$ cat src/rtl/fft_pkg.sv
// Shared FFT datapath constants and sizing helpers.
// Used by the pipeline stages and the elastic buffers between them.
package fft_pkg;

  localparam int FFT_WORD_W = 32;

  // Number of bits needed to hold a value in the range 0..n inclusive.
  function automatic int cnt_w(input int n);
    return $clog2(n + 1);
  endfunction

endpackage

$ cat src/rtl/reg_fifo_ctrl.sv
// Control path of the register FIFO. It holds the pointers, the occupancy count
// and the sticky flags, and decides which write and pop requests are accepted.
module reg_fifo_ctrl
  import fft_pkg::*;
#(
  parameter int DEPTH     = 8,
  parameter int AF_THRESH = 6,
  localparam int PTR_W    = $clog2(DEPTH),
  localparam int CNT_W    = cnt_w(DEPTH)
) (
  input  logic             clk,
  input  logic             clr_n,
  input  logic             flush,
  input  logic             wr_en,
  input  logic             rd_en,
  output logic             wr_acc,
  output logic [PTR_W-1:0] wr_ptr,
  output logic [PTR_W-1:0] rd_ptr,
  output logic [CNT_W-1:0] count,
  output logic             full,
  output logic             empty,
  output logic             almost_full,
  output logic             overflow,
  output logic             underflow
);

  logic [PTR_W-1:0] wr_ptr_reg, wr_ptr_next;
  logic [PTR_W-1:0] rd_ptr_reg, rd_ptr_next;
  logic [CNT_W-1:0] count_reg, count_next;
  logic             overflow_reg, overflow_next;
  logic             underflow_reg, underflow_next;
  logic             rd_acc;

  // DEPTH need not be a power of two, so the wrap is an explicit compare.
  function automatic logic [PTR_W-1:0] ptr_inc(input logic [PTR_W-1:0] p);
    return (p == PTR_W'(DEPTH - 1)) ? '0 : p + PTR_W'(1);
  endfunction

  assign full        = (count_reg == CNT_W'(DEPTH));
  assign empty       = (count_reg == '0);
  assign almost_full = (count_reg >= CNT_W'(AF_THRESH));

  // A pop frees a slot in the same cycle, so a full FIFO still takes a write with rd_en.
  assign wr_acc = clr_n && !flush && wr_en && (!full || rd_en);
  assign rd_acc = clr_n && !flush && rd_en && !empty;

  always_comb begin
    wr_ptr_next    = wr_ptr_reg;
    rd_ptr_next    = rd_ptr_reg;
    count_next     = count_reg;
    overflow_next  = overflow_reg;
    underflow_next = underflow_reg;
    if (flush) begin
      wr_ptr_next    = '0;
      rd_ptr_next    = '0;
      count_next     = '0;
      overflow_next  = 1'b0;
      underflow_next = 1'b0;
    end else begin
      if (wr_acc) wr_ptr_next = ptr_inc(wr_ptr_reg);
      if (rd_acc) rd_ptr_next = ptr_inc(rd_ptr_reg);
      case ({wr_acc, rd_acc})
        2'b10:   count_next = count_reg + CNT_W'(1);
        2'b01:   count_next = count_reg - CNT_W'(1);
        default: count_next = count_reg;
      endcase
      if (wr_en && full && !rd_en) overflow_next  = 1'b1;
      if (rd_en && empty)          underflow_next = 1'b1;
    end
  end

  always_ff @(posedge clk) begin
    if (!clr_n) begin
      wr_ptr_reg    <= '0;
      rd_ptr_reg    <= '0;
      count_reg     <= '0;
      overflow_reg  <= 1'b0;
      underflow_reg <= 1'b0;
    end else begin
      wr_ptr_reg    <= wr_ptr_next;
      rd_ptr_reg    <= rd_ptr_next;
      count_reg     <= count_next;
      overflow_reg  <= overflow_next;
      underflow_reg <= underflow_next;
    end
  end

  assign wr_ptr    = wr_ptr_reg;
  assign rd_ptr    = rd_ptr_reg;
  assign count     = count_reg;
  assign overflow  = overflow_reg;
  assign underflow = underflow_reg;

endmodule

$ cat src/rtl/reg_fifo.sv
// Register-based show-ahead FIFO used as an elastic buffer between FFT stages.
// Holds the entry registers and the head-word mux; control lives in reg_fifo_ctrl.
module reg_fifo
  import fft_pkg::*;
#(
  parameter int DATA_WIDTH = FFT_WORD_W,
  parameter int DEPTH      = 8,
  parameter int AF_THRESH  = 6
) (
  input  logic                     clk,
  input  logic                     clr_n,
  input  logic                     flush,
  input  logic                     wr_en,
  input  logic [DATA_WIDTH-1:0]    wr_data,
  input  logic                     rd_en,
  output logic [DATA_WIDTH-1:0]    rd_data,
  output logic                     full,
  output logic                     empty,
  output logic                     almost_full,
  output logic [cnt_w(DEPTH)-1:0]  count,
  output logic                     overflow,
  output logic                     underflow
);

  localparam int PTR_W = $clog2(DEPTH);

  if (DEPTH < 2 || AF_THRESH < 1 || AF_THRESH > DEPTH) begin : g_param_err
    $error("reg_fifo: need DEPTH >= 2 and 1 <= AF_THRESH <= DEPTH");
  end

  logic                  wr_acc;
  logic [PTR_W-1:0]      wr_ptr;
  logic [PTR_W-1:0]      rd_ptr;
  logic [DATA_WIDTH-1:0] entry_q [DEPTH];
  logic [DATA_WIDTH-1:0] head_word;

  reg_fifo_ctrl #(
    .DEPTH     (DEPTH),
    .AF_THRESH (AF_THRESH)
  ) u_ctrl (
    .clk         (clk),
    .clr_n       (clr_n),
    .flush       (flush),
    .wr_en       (wr_en),
    .rd_en       (rd_en),
    .wr_acc      (wr_acc),
    .wr_ptr      (wr_ptr),
    .rd_ptr      (rd_ptr),
    .count       (count),
    .full        (full),
    .empty       (empty),
    .almost_full (almost_full),
    .overflow    (overflow),
    .underflow   (underflow)
  );

  // Entries are never reset; stale contents are hidden by the empty gating below.
  for (genvar gi = 0; gi < DEPTH; gi++) begin : g_entry
    logic [DATA_WIDTH-1:0] data_reg;
    always_ff @(posedge clk) begin
      if (wr_acc && wr_ptr == PTR_W'(gi)) data_reg <= wr_data;
    end
    assign entry_q[gi] = data_reg;
  end

  always_comb begin
    head_word = '0;
    for (int i = 0; i < DEPTH; i++) begin
      if (rd_ptr == PTR_W'(i)) head_word = entry_q[i];
    end
  end

  assign rd_data = empty ? '0 : head_word;

endmodule

$ cat config.mk
export PLATFORM = sky130hd
export DESIGN_NAME = reg_fifo
export DESIGN_NICKNAME = d
export VERILOG_FILES = /design/src/rtl/fft_pkg.sv /design/src/rtl/reg_fifo_ctrl.sv /design/src/rtl/reg_fifo.sv
export SDC_FILE = /design/constraint.sdc
export NUM_CORES = 1
export LEC_CHECK = 0
export BUFFER_PORTS_ARGS = -buffer_cell sky130_fd_sc_hd__buf_2
export CAP_MARGIN = 25
export CELL_PAD_IN_SITES_DETAIL_PLACEMENT = 0
export CELL_PAD_IN_SITES_GLOBAL_PLACEMENT = 1
export CORE_ASPECT_RATIO = 0.5
export CORE_MARGIN = 2
export CORE_UTILIZATION = 45
export DETAILED_ROUTE_END_ITERATION = 16
export PLACE_DENSITY_LB_ADDON = 0.05
export SLEW_MARGIN = 40
export SYNTH_ARGS = -nofsm -noshare
export SYNTH_HDL_FRONTEND = slang
export SYNTH_SLANG_ARGS = --single-unit
export TNS_END_PERCENT = 20
$ cat constraint.sdc
create_clock -name clk -period 4.3 [get_ports clk]
set_input_delay 0 -clock clk [delete_from_list [all_inputs] [get_ports clk]]
set_output_delay 0 -clock clk [all_outputs]
set_load 0.1 [all_outputs]
Word level (Yosys, flattened, before mapping). Index checks and enable logic that the tools add are counted.

Flip-flop bits (word level): 268. Bits of input ports: 37. Word-level logic and storage cells: 74.

$add $sub $neg: 4. Magnitude comparators: 1. Eq/ne operators: 17. Muxes and demuxes: 12. Bitwise gates (word level): 1. Reductions and logical operators: 26.

Operators with widths (number): 2-to-1 mux 32 bit (9); == test 3 bit (second input constant) (8); logical AND 1 bit (16); == test 3 x 2 -> 1 bit (second input constant) (4); case mux 4 bit (2 select lines) (1); adder 3 x 1 -> 3 bit (second input constant) (2); == test 3 x 1 -> 1 bit (second input constant) (2); logical NOT 3 bit (2); 2-to-1 mux 3 bit (2); adder 4 x 1 -> 4 bit (second input constant) (1); == test 4 bit (second input constant) (1); >= comparator 4 x 3 -> 1 bit (second input constant) (1); logical NOT 1 bit (4); logical NOT 4 bit (1); subtractor 4 x 1 -> 4 bit (second input constant) (1); == test 2 x 1 -> 1 bit (second input constant) (1); == test 2 bit (second input constant) (1); nonzero test 2 bit (1); OR reduction 2 bit (1); logical OR 1 bit (1); inverter 1 bit (1).

Logic depth before layout (Yosys ltp). Gate-level depths: netlist of the first run.

Depth in word-level cells: 10. Gate-level depth with buffers: 11. Mapped depth without buffers: 11.

Modules after synthesis. A second synthesis of the first run with hierarchy kept.

Cell total of the unflattened synthesis: 612. Area total of the unflattened synthesis: 10731.5 um^2.

Modules (own cells, without submodules): reg_fifo (instances 1, cells an instance 539, area an instance 10075.9 um^2, sequential area each 7687.4 um^2); reg_fifo_ctrl (instances 1, cells an instance 73, area an instance 655.6 um^2, sequential area each 240.2 um^2).

Worst setup path after synthesis of the first run. OpenSTA, ideal clock, no wires.

Kind: register to output. From: reg u_ctrl.count_reg[0] (netlist: u_ctrl.count[0]). To: out rd_data[22]. Arrival: 3898 ps. Slack: 402 ps. Cell stages (with the launch flop): 6. Path buffers: 2. Path through: dfxtp_1 or4_1 buf_2 clkinv_1 buf_4 nor3_1.

Cells in the longest elaborated chain, start to end: 2.

RTL lines: start, declared (RTL line reg_fifo_ctrl.sv:29) `logic [CNT_W-1:0] count_reg, count_next;`; start signal, assigned (RTL line reg_fifo_ctrl.sv:82) `count_reg <= count_next;`; logical NOT 4 bit (RTL line reg_fifo_ctrl.sv:40) `assign empty = (count_reg == '0);`; net empty (RTL line reg_fifo.sv:18) `output logic empty,`; 2-to-1 mux 32 bit (RTL line reg_fifo.sv:73) `assign rd_data = empty ? '0 : head_word;`; end, declared (RTL line reg_fifo.sv:16) `output logic [DATA_WIDTH-1:0] rd_data,`.

The timed path passes the listed nets, and every way through them passes these cells.

Worst setup path after layout of the first run.
From: reg u_ctrl.rd_ptr_reg[0] (netlist: u_ctrl.rd_ptr[0]). To: out rd_data[29].

Cells in the longest elaborated chain, start to end: 10. Elaborated cells between the ends (all ways): 17. Classes of those cells: 7 x eq/ne; 9 x mux; 1 x reduce/logical.

RTL lines: start, declared (RTL line reg_fifo_ctrl.sv:28) `logic [PTR_W-1:0] rd_ptr_reg, rd_ptr_next;`; start signal, assigned (RTL line reg_fifo_ctrl.sv:81) `rd_ptr_reg <= rd_ptr_next;`; logical NOT 3 bit (RTL line reg_fifo.sv:69) `if (rd_ptr == PTR_W'(i)) head_word = entry_q[i];`; 2-to-1 mux 32 bit (7 in a row) (RTL line reg_fifo.sv:69); 2-to-1 mux 32 bit * (RTL line reg_fifo.sv:69); 2-to-1 mux 32 bit * (RTL line reg_fifo.sv:73).

Every way passes the cells marked *; elsewhere a longest branch is shown, timed or not.

==> results of run 1 <==
## layout make-up
type,instances,area [sq um]
well taps,344,430
repair buffers,132,1420
fillers,2079,11300
inverters,44,166
flip-flops and latches,268,7930
clock buffers,28,637
multi-input cells,521,3400
clock inverters,16,159
## stage by stage
| step | power, uW | util, % | hold slack [ns] |
|---|---|---|---|
| 2_1_floorplan | 3020 | - | 0.0989 |
| 3_3_place_gp | 3110 | 50.6 | 0.274 |
| 3_5_place_dp | 3110 | 50.9 | 0.274 |
| 4_1_cts | 5310 | 55.5 | 0.174 |
| 5_1_grt | 5420 | 55.6 | 0.195 |
| 6_report | 5280 | 55.6 | 0.157 |
## worst paths after layout
check / startpoint / endpoint / slack (ns) / cells past startpoint
max: u_ctrl.rd_ptr[0]$_SDFFE_PP0P_ / rd_data[29] / 0.80 / 8
min: clr_n / u_ctrl.count[0]$_SDFFE_PP0P_ / 0.16 / 3
max reg2reg: u_ctrl.count[0]$_SDFFE_PP0P_ / u_ctrl.count[3]$_SDFFE_PP0P_ / 1.72 / 10
min reg2reg: u_ctrl.underflow$_SDFFE_PP0P_ / u_ctrl.underflow$_SDFFE_PP0P_ / 0.48 / 2
## cell families after synthesis
group,count (synthesis),share of synthesized area [%]
adders and majority gates,16,1.77
DFF,268,67.4
xor gates and xnor gates,2,0.149
buffers and inverters,119,4.47
and+or+nand+nor,262,12.3
AOI/OAI and AO/OA,241,13.9
## worst reg2reg max path, cell delays in order (launching register included)
cell      delay [ns]
dfxtp_1         0.37
or4b_4          0.59
o21ai_4         0.27
nor2_4          0.09
inv_1           0.08
ha_1            0.22
ha_1            0.29
a21oi_1         0.17
a211oi_1        0.12
o21ai_0         0.17
o31ai_1         0.09
## repair_timing
action | in CTS | in global routing
hold buffers | 37 | 0
gates resized for setup | 0 | 0
endpoints found under the hold margin | 265 | 0
## synthesized netlist by cell type (11+ instances only)
master | count | area [sq um]
o21ai_0 | 34 | 170
nand2_1 | 70 | 263
nor2_1 | 11 | 41.3
ha_1 | 15 | 188
o41ai_1 | 32 | 280
a31oi_1 | 64 | 400
nor2b_1 | 97 | 607
clkbuf_1 | 37 | 139
a21oi_1 | 41 | 205
nor3b_1 | 32 | 240
dfxtp_1 | 12 | 240
inv_1 | 43 | 161
o211ai_1 | 32 | 240
o32ai_1 | 32 | 280
buf_2 | 27 | 135
nor3_1 | 32 | 160
edfxtp_1 | 256 | 7690
## power groups by stage
stage	clock [uW]	combinational [uW]	sequential, uW
floorplan	0	85.6	2940
global placement	0	175	2930
detailed placement	0	180	2930
CTS	2230	205	2870
global route	2330	220	2870
finish	2200	204	2870
## per-layer routing
layer / vias to the layer above / GRT usage (%)
met5: - / 0
met4: 0 / 3.42
met3: 28 / 3.45
met2: 188 / 32.0
met1: 3910 / 31.9
li1: 3628 / -
==> run metrics, run 1 <==
Clock Pin Slew Worst Setup and Hold Paths=0.06 ns; standard-cell rows=41; setup repair after global routing missed its margin=no; result of the run=complete, no violations; cell with the largest stage delay on the worst path=ha_4; DR DRC count=0; share of power burned in registers=54.4%; largest net degree at the start of global routing=75; share of synthesized flip-flops with an asynchronous set or reset=0%; commonest non-fill, non-tap cells in the layout=edfxtp_1 (256), nor2b_1 (97), nand2_1 (70); CP Buf/Inv Count=3; placed cells=1272; clock latency on the worst-skew pair=0.53 ns; endpoint kind of the worst setup timing path=output pin; Clock Power Share=41.7%; routed length on met2=12600 microns; largest stage delay on the critical path=0.68 ns; total clock sinks=268; Metal-1 WL=13900 microns; Top FF cell, synth=edfxtp_1; number of global-route vias before repair=7629; post-DR wirelength/cell=21.0 microns; Post-synth EDFFs=256; number of endpoints with negative hold slack in the final report=0; fmax=286 MHz; area growth from synthesis to final layout=20.2%; power dissipated by switching net loads=1090 uW; CP delay by family, top=buffers and inverters; transition time of the tightest slew-check pin=0.819 ns; Post-Syn Area=11800 sq um; post-CTS repair timing setup buffer count=0; first-pass detailed-route iteration total=5; CP arrival=3.50 ns; max capacitance violation total=0; CTS tree=built; standby leakage power=0.00467 uW; horizontal extent of the die=233 microns; final total negative setup slack=0 ns; count of buffers from port buffering=77; buffer type at the clock tree root=clkbuf_16; post-route minimum period=3.50 ns; Max IR drop VDD=0.000301 V; Post-Layout Inst Area=14100 sq um; CTS H-tree lvls=1; classification of the worst setup path=reg2out; estimated wirelength of the detail-placed design=15500 microns; global-route wire length before repair=44200 microns; flip-flop and latch count after synthesis=268; total gr overflow=0; post-placement cell area=13000 sq um; antenna violations before repair=0; path class of the lowest-slack min-delay path=in2reg; Seq/Total Area, Yosys=67.4%; CP startpoint kind=flip-flop; most common library cell in the layout ignoring fill and taps=edfxtp_1; number of antenna-violating nets in the routed design=0; Internal Power=4190 uW; I/O pin count=78; count of different cell masters after synthesis=39; share of power burned in combinational logic=3.9%; Synth Instances=908; post-place setup slack=1.32 ns; final setup skew=0.0116 ns; number of DRC markers in iteration 0=631; required time at the worst-slack endpoint=4.30 ns; sum of met3 wire segment lengths after detailed routing=1440 microns; Die Area=27500 sq um; fraction of final layout cells with drive strength greater than 1=15.0%; last weighted congestion value of the routability-driven placer=0.724; Max Buffers Root-to-Sink=3; wirelength, routed=28400 microns; count of placed standard cells in the final layout, fillers left out=1353; number of CTS-inserted buffers=24; number of flip-flops in the largest register=256; switching share of power=20.7%; die height=118 microns; max-slew violation count=0; starting density of the core=46.2%; top routing layer used=met4; cell-by-cell trace of the critical path=inv_1 -> ha_4 -> buf_4 -> nor3b_1 -> o32ai_1 -> a31oi_1 -> nor3_1 -> buf_12; post-route setup slack=0.805 ns; power density relative to cell area=373 nW/um^2; final worst-path cycle share=81.3%; Rel. slew slack=45.4%; vias post-DR=7754; Total GRT Usage=21.0%; routed via count divided by cell count=5.73; area of the core=25400 sq um; post-synthesis net count=961; number of nets in the finished design=1044; antenna diode count=0; largest fanout on the critical path=74; number of warnings printed during yosys synthesis=0; count of endpoints failing setup in the final report=0; Avg Inst Size Synth=13.0 sq um
No activity file was read; power rests on OpenSTA's default activity.
==> run 2, diff against run 1 <==
==> constraint.sdc (replaced) <==
create_clock -name clk -period 3.5 [get_ports clk]
set_input_delay 0 -clock clk [delete_from_list [all_inputs] [get_ports clk]]
set_output_delay 0 -clock clk [all_outputs]
set_load 0.1 [all_outputs]
==> run metrics, run 2 (synthesized netlist as in run 1, its figures left out) <==
result of the run=complete, no violations (unchanged); number of nets in the finished design=1052 (was 1044); length in cells of the worst reg-to-reg path=10 (unchanged); area growth from synthesis to final layout=19.5% (was 20.2%); Total GRT Usage=21.4% (was 21.0%); first-pass detailed-route iteration total=4 (was 5); vias post-DR=7800 (was 7754); commonest non-fill, non-tap cells in the layout=edfxtp_1 (256), nor2b_1 (97), nand2_1 (70) (unchanged); CP startpoint kind=flip-flop (unchanged); number of flip-flops in the largest register=256 (unchanged); buffer type at the clock tree root=clkbuf_16 (unchanged); count of endpoints failing setup in the final report=0 (unchanged); clock latency on the worst-skew pair=0.54 ns (was 0.53 ns); standby leakage power=0.00466 uW (was 0.00467 uW); required time at the worst-slack endpoint=3.50 ns (was 4.30 ns); endpoint kind of the worst setup timing path=output pin (unchanged); estimated wirelength of the detail-placed design=15600 microns (was 15500 microns); CTS H-tree lvls=1 (unchanged); post-DR wirelength/cell=21.5 microns (was 21.0 microns); setup repair after global routing missed its margin=no (unchanged); global-route wire length before repair=44900 microns (was 44200 microns); max capacitance violation total=0 (unchanged); cell with the largest stage delay on the worst path=ha_2 (was ha_4); endpoint of the most critical register-to-register path=u_ctrl.count[3]$_SDFFE_PP0P_ (unchanged); number of global-route vias before repair=7687 (was 7629); area of the core=25400 sq um (unchanged); number of DRC markers in iteration 0=632 (was 631); Reg-to-Reg Start=u_ctrl.count[0]$_SDFFE_PP0P_ (unchanged); starting density of the core=46.2% (unchanged); antenna diode count=0 (unchanged); most common library cell in the layout ignoring fill and taps=edfxtp_1 (unchanged); DR DRC count=0 (unchanged); CP delay by family, top=adder cells (was buffers and inverters); number of endpoints with negative hold slack in the final report=0 (unchanged); final worst-path cycle share=92.1%; classification of the worst setup path=reg2out (unchanged); Rel. slew slack=49.7% (was 45.4%); Max IR drop VDD=0.000264 V (was 0.000301 V); last weighted congestion value of the routability-driven placer=0.753 (was 0.724); post-route minimum period=3.22 ns; number of antenna-violating nets in the routed design=0 (unchanged); antenna violations before repair=0 (unchanged); origin of the worst setup path=u_ctrl.rd_ptr[0]$_SDFFE_PP0P_ (unchanged); I/O pin count=78 (unchanged); hold path startpoint=clr_n (unchanged); fraction of final layout cells with drive strength greater than 1=15.1% (was 15.0%); CTS tree=built (unchanged); largest net degree at the start of global routing=67 (was 75); largest fanout on the critical path=22 (was 74); cell-by-cell trace of the critical path=ha_1 -> ha_2 -> buf_4 -> nor3b_1 -> o32ai_1 -> a31oi_1 -> nor3_1 -> buf_12 (was inv_1 -> ha_4 -> buf_4 -> nor3b_1 -> o32ai_1 -> a31oi_1 -> nor3_1 -> buf_12); power density relative to cell area=446 nW/um^2 (was 373 nW/um^2); destination of the critical timing path=rd_data[6] (was rd_data[29]); CP Buf/Inv Count=2 (was 3); total clock sinks=268 (unchanged); setup slack, reg-to-reg=0.91 ns (was 1.72 ns); final setup skew=0.0264 ns (was 0.0116 ns); logic depth of the worst path, buffers included=8 (unchanged); Die Area=27500 sq um (unchanged); Max Buffers Root-to-Sink=3 (unchanged); die height=118 microns (unchanged); horizontal extent of the die=233 microns (unchanged); transition time of the tightest slew-check pin=0.754 ns (was 0.819 ns); Clock Pin Slew Worst Setup and Hold Paths=0.06 ns (about the same); fill cell instance count of the final layout=2159 (was 2079); wirelength, routed=29200 microns (was 28400 microns); worst hold slack=0.192 ns (was 0.157 ns); max-slew violation count=0 (unchanged); CP arrival=3.22 ns (was 3.50 ns); path class of the lowest-slack min-delay path=in2reg (unchanged); final total negative setup slack=0 ns (unchanged); largest stage delay on the critical path=0.50 ns (was 0.68 ns); count of buffers from port buffering=77 (unchanged); number of CTS-inserted buffers=25 (was 24); standard-cell rows=41 (unchanged); fmax=310 MHz; routed via count divided by cell count=5.74 (was 5.73); total gr overflow=0 (unchanged)
## run 2: cell count changes in the layout (fill, tap and decap cells not counted), moves of 3 or more
cell        previous run  this run
bufinv_16              3         0
clkbuf_1               3         9
buf_4                 15        23
clkinvlp_4             4         0
## run 2: final cells by class
class / instances / area (sq um) / share of cell area (%)
sequential: 268 / 7930 / 56.4
tap: 344 / 430 / 3.06
timing repair buffer: 139 / 1450 / 10.3
multi-input combinational: 521 / 3370 / 24.0
clock inverter: 9 / 48.8 / 0.347
inverter: 44 / 165 / 1.18
clock buffer: 34 / 659 / 4.69
## run 2: what timing repair did
action | in CTS | in global routing
buffers inserted | 0 | 0
gates resized for setup | 0 | 0
hold buffers | 37 | 0
hold endpoints to repair | 265 | 0
## run 2: through the flow
| stage | power (uW) | std cells | cell area (sq um) | setup WS [ns] | util [%] |
|---|---|---|---|---|---|
| 2_1_floorplan | 3710 | 908 | 11800 | -0.398 | - |
| 3_3_place_gp | 3820 | 1279 | 13000 | 0.868 | 50.9 |
| 3_5_place_dp | 3820 | 1279 | 13000 | 0.807 | 51.0 |
| 4_1_cts | 6310 | 1359 | 14100 | 0.253 | 55.2 |
| 5_1_grt | 6460 | 1359 | 14100 | 0.0941 | 55.2 |
| 6_report | 6270 | 1359 | 14100 | 0.275 | 55.2 |
## run 2: per-layer routing
layer	up-vias	GRT usage, %	routed length (microns)	part of all wire, %
li1	3647	-	-	-
met4	0	3.94	442	1.5
met3	39	3.40	1400	4.8
met5	-	0	0	0
met1	3945	31.8	14100	48
met2	169	33.5	13200	45
## run 2: worst min path at each step
stage,end,cells past startpoint
6_report,u_ctrl.underflow$_SDFFE_PP0P_,3
5_1_grt,u_ctrl.underflow$_SDFFE_PP0P_,3
4_1_cts,u_ctrl.count[1]$_SDFFE_PP0P_,3
3_5_place_dp,g_entry[0].data_reg[0]$_DFFE_PP_,1
3_3_place_gp,g_entry[7].data_reg[6]$_DFFE_PP_,1
2_1_floorplan,g_entry[0].data_reg[0]$_DFFE_PP_,0
## run 2: report_power, final
| part | total (uW) | leakage [uW] | switching (uW) | internal (uW) |
|---|---|---|---|---|
| clock network | 2490 | 0.000351 | 1170 | 1320 |
| logic | 251 | 0.00191 | 159 | 92.0 |
| registers | 3530 | 0.00240 | 4.90 | 3520 |
## run 2: tightest hold or removal path, cell delays in order
cell and delay [ns]:
buf_2 0.08, or2b_1 0.43, nor2_1 0.16
==> run 3, diff against run 2 <==
--- a/config.mk
+++ b/config.mk
@@ -6,14 +6,14 @@
 export NUM_CORES = 1
 export LEC_CHECK = 0
 export BUFFER_PORTS_ARGS = -buffer_cell sky130_fd_sc_hd__buf_2
-export CAP_MARGIN = 25
+export CAP_MARGIN = 20
 export CELL_PAD_IN_SITES_DETAIL_PLACEMENT = 0
 export CELL_PAD_IN_SITES_GLOBAL_PLACEMENT = 1
 export CORE_ASPECT_RATIO = 0.5
 export CORE_MARGIN = 2
 export CORE_UTILIZATION = 45
 export DETAILED_ROUTE_END_ITERATION = 16
-export PLACE_DENSITY_LB_ADDON = 0.05
+export PLACE_DENSITY = 0.75
 export SLEW_MARGIN = 40
 export SYNTH_ARGS = -nofsm -noshare
 export SYNTH_HDL_FRONTEND = slang
==> run metrics, run 3 (synthesized netlist as in run 1, its figures left out) <==
result of the run=complete, no violations (unchanged); standard-cell rows=41 (unchanged); Clock Power Share=42.3% (was 39.7%); clock latency on the worst-skew pair=0.52 ns (was 0.54 ns); global-route wire length before repair=43600 microns (was 44900 microns); fraction of final layout cells with drive strength greater than 1=14.8% (was 15.1%); estimated wirelength of the detail-placed design=14900 microns (was 15600 microns); standby leakage power=0.00468 uW (was 0.00466 uW); largest net degree at the start of global routing=77 (was 67); number of antenna-violating nets in the routed design=0 (unchanged); I/O pin count=78 (unchanged); power dissipated by switching net loads=1330 uW (was 1340 uW); number of CTS-inserted buffers=25 (unchanged); classification of the worst setup path=reg2out (unchanged); final setup skew=0.00935 ns (was 0.0264 ns); commonest non-fill, non-tap cells in the layout=edfxtp_1 (256), nor2b_1 (97), nand2_1 (70) (unchanged); max capacitance violation total=0 (unchanged); worst hold slack=0.283 ns (was 0.192 ns); post-DR wirelength/cell=20.5 microns (was 21.5 microns); post-route setup slack=0.288 ns (was 0.275 ns); count of buffers from port buffering=77 (unchanged); antenna violations before repair=0 (unchanged); path class of the lowest-slack min-delay path=in2reg (unchanged); Util after Layout=55.5% (was 55.2%); share of power burned in registers=53.9% (was 56.3%); setup repair after global routing missed its margin=no (unchanged); DR DRC count=0 (unchanged); CP startpoint kind=flip-flop (unchanged); antenna diode count=0 (unchanged); switching share of power=20.3% (was 21.3%); buffer type at the clock tree root=clkbuf_16 (unchanged); Total GRT Usage=20.3% (was 21.4%); die height=118 microns (unchanged); Max IR drop VDD=0.000294 V (was 0.000264 V); number of endpoints with negative hold slack in the final report=0 (unchanged); max-slew violation count=0 (unchanged); post-route minimum period=3.21 ns (was 3.22 ns); most common library cell in the layout ignoring fill and taps=edfxtp_1 (unchanged); Die Area=27500 sq um (unchanged); post-CTS repair timing setup buffer count=0 (unchanged); sequential cell area=7930 sq um (unchanged); fill cell instance count of the final layout=2088 (was 2159); largest stage delay on the critical path=0.64 ns (was 0.50 ns); largest fanout on the critical path=64 (was 22); area of the core=25400 sq um (unchanged); vias post-DR=7783 (was 7800); post-place setup slack=0.783 ns (was 0.807 ns); total area of multi-input combinational cells=3390 sq um (was 3370 sq um); number of global-route vias before repair=7751 (was 7687); count of endpoints failing setup in the final report=0 (unchanged); Internal Power=5220 uW (was 4940 uW); transition time of the tightest slew-check pin=0.861 ns (was 0.754 ns); number of flip-flops in the largest register=256 (unchanged); cell with the largest stage delay on the worst path=buf_4 (was ha_2); CTS tree=built (unchanged); wirelength, routed=27800 microns (was 29200 microns); total gr overflow=0 (unchanged); starting density of the core=46.2% (unchanged); final worst-path cycle share=91.8% (was 92.1%); first-pass detailed-route iteration total=5 (was 4); required time at the worst-slack endpoint=3.50 ns (about the same); power density relative to cell area=464 nW/um^2 (was 446 nW/um^2); number of DRC markers in iteration 0=909 (was 632); share of power burned in combinational logic=3.8% (was 4.0%); fmax=311 MHz (was 310 MHz); area growth from synthesis to final layout=20.1% (was 19.5%); Clock Pin Slew Worst Setup and Hold Paths=0.07 ns (was 0.06 ns); horizontal extent of the die=233 microns (unchanged); Rel. slew slack=42.6% (was 49.7%); last weighted congestion value of the routability-driven placer=0.766 (was 0.753); CTS H-tree lvls=1 (unchanged); number of nets in the finished design=1044 (was 1052); CP arrival=3.21 ns (was 3.22 ns); routed via count divided by cell count=5.75 (was 5.74); endpoint kind of the worst setup timing path=output pin (unchanged); Max Buffers Root-to-Sink=3 (unchanged); cell-by-cell trace of the critical path=inv_1 -> ha_2 -> buf_4 -> a21oi_1 -> o41ai_1 -> a31oi_1 -> nor3_1 -> buf_12 (was ha_1 -> ha_2 -> buf_4 -> nor3b_1 -> o32ai_1 -> a31oi_1 -> nor3_1 -> buf_12); total clock sinks=268 (unchanged)
==> run 3: cell count changes in the layout (fill, tap and decap cells not counted), sizes merged <==
| cell | change |
|---|---|
| bufinv | +4 |
| inv | -1 |
| clkbuf | -5 |
| buf | -8 |
| clkinv | +4 |
==> run 3: metal layers <==
layer / vias to the layer above / GRT usage [%] / part of all wire [%]
met2: 239 / 31.6 / 46
met1: 3855 / 30.0 / 47
met3: 58 / 2.63 / 5.3
met5: - / 0 / 0
li1: 3631 / - / -
met4: 0 / 5.33 / 2.2
==> run 3: critical path, delay by kind of cell, from the launching register on <==
kind | cells | cell delay, ns
buffers and inverters | 3 | 1.02
DFF | 1 | 0.37
adders and majority gates | 1 | 0.20
and+or+nand+nor | 1 | 0.41
AOI/OAI and AO/OA | 3 | 0.63
==> run 3: power groups by stage <==
| stage | Sequential (uW) | Combinational, uW | Clock, uW |
|---|---|---|---|
| after floorplan | 3610 | 105 | 0 |
| after global placement | 3600 | 214 | 0 |
| after detailed placement | 3600 | 221 | 0 |
| after CTS | 3530 | 253 | 2800 |
| after global routing | 3530 | 270 | 2940 |
| final | 3530 | 251 | 2770 |
==> run 3: worst paths after layout <==
kind         depth (start not counted)                               end                     startpoint  slack, ns
max                                  8                       rd_data[29]  u_ctrl.rd_ptr[0]$_SDFFE_PP0P_       0.29
min                                  2  g_entry[3].data_reg[1]$_DFFE_PP_                     wr_data[1]       0.28
max reg2reg                         10      u_ctrl.count[3]$_SDFFE_PP0P_   u_ctrl.count[0]$_SDFFE_PP0P_       0.93
min reg2reg                          2     u_ctrl.underflow$_SDFFE_PP0P_  u_ctrl.underflow$_SDFFE_PP0P_       0.48
==> run 3: per-stage QoR <==
step	area (sq um)	power (uW)	setup TNS (ns)	std cells
2_1_floorplan	11800	3710	-9.46	908
5_1_grt	14100	6730	0	1353
3_5_place_dp	12900	3820	0	1271
6_report	14100	6550	0	1353
4_1_cts	14100	6580	0	1353
3_3_place_gp	12900	3810	0	1269
==> run 3: area by class of cell <==
cell class	instances	area share, %
timing repair buffer	131	9.93
clock buffer	29	4.53
multi-input combinational	521	24.0
inverter	44	1.17
clock inverter	16	1.23
tap	344	3.05
sequential	268	56.1
==> run 3: timing repair <==
action	in CTS	in global routing
endpoints found under the setup margin	0	1
resized for setup	0	2
endpoints found under the hold margin	265	0
hold buffers	37	0
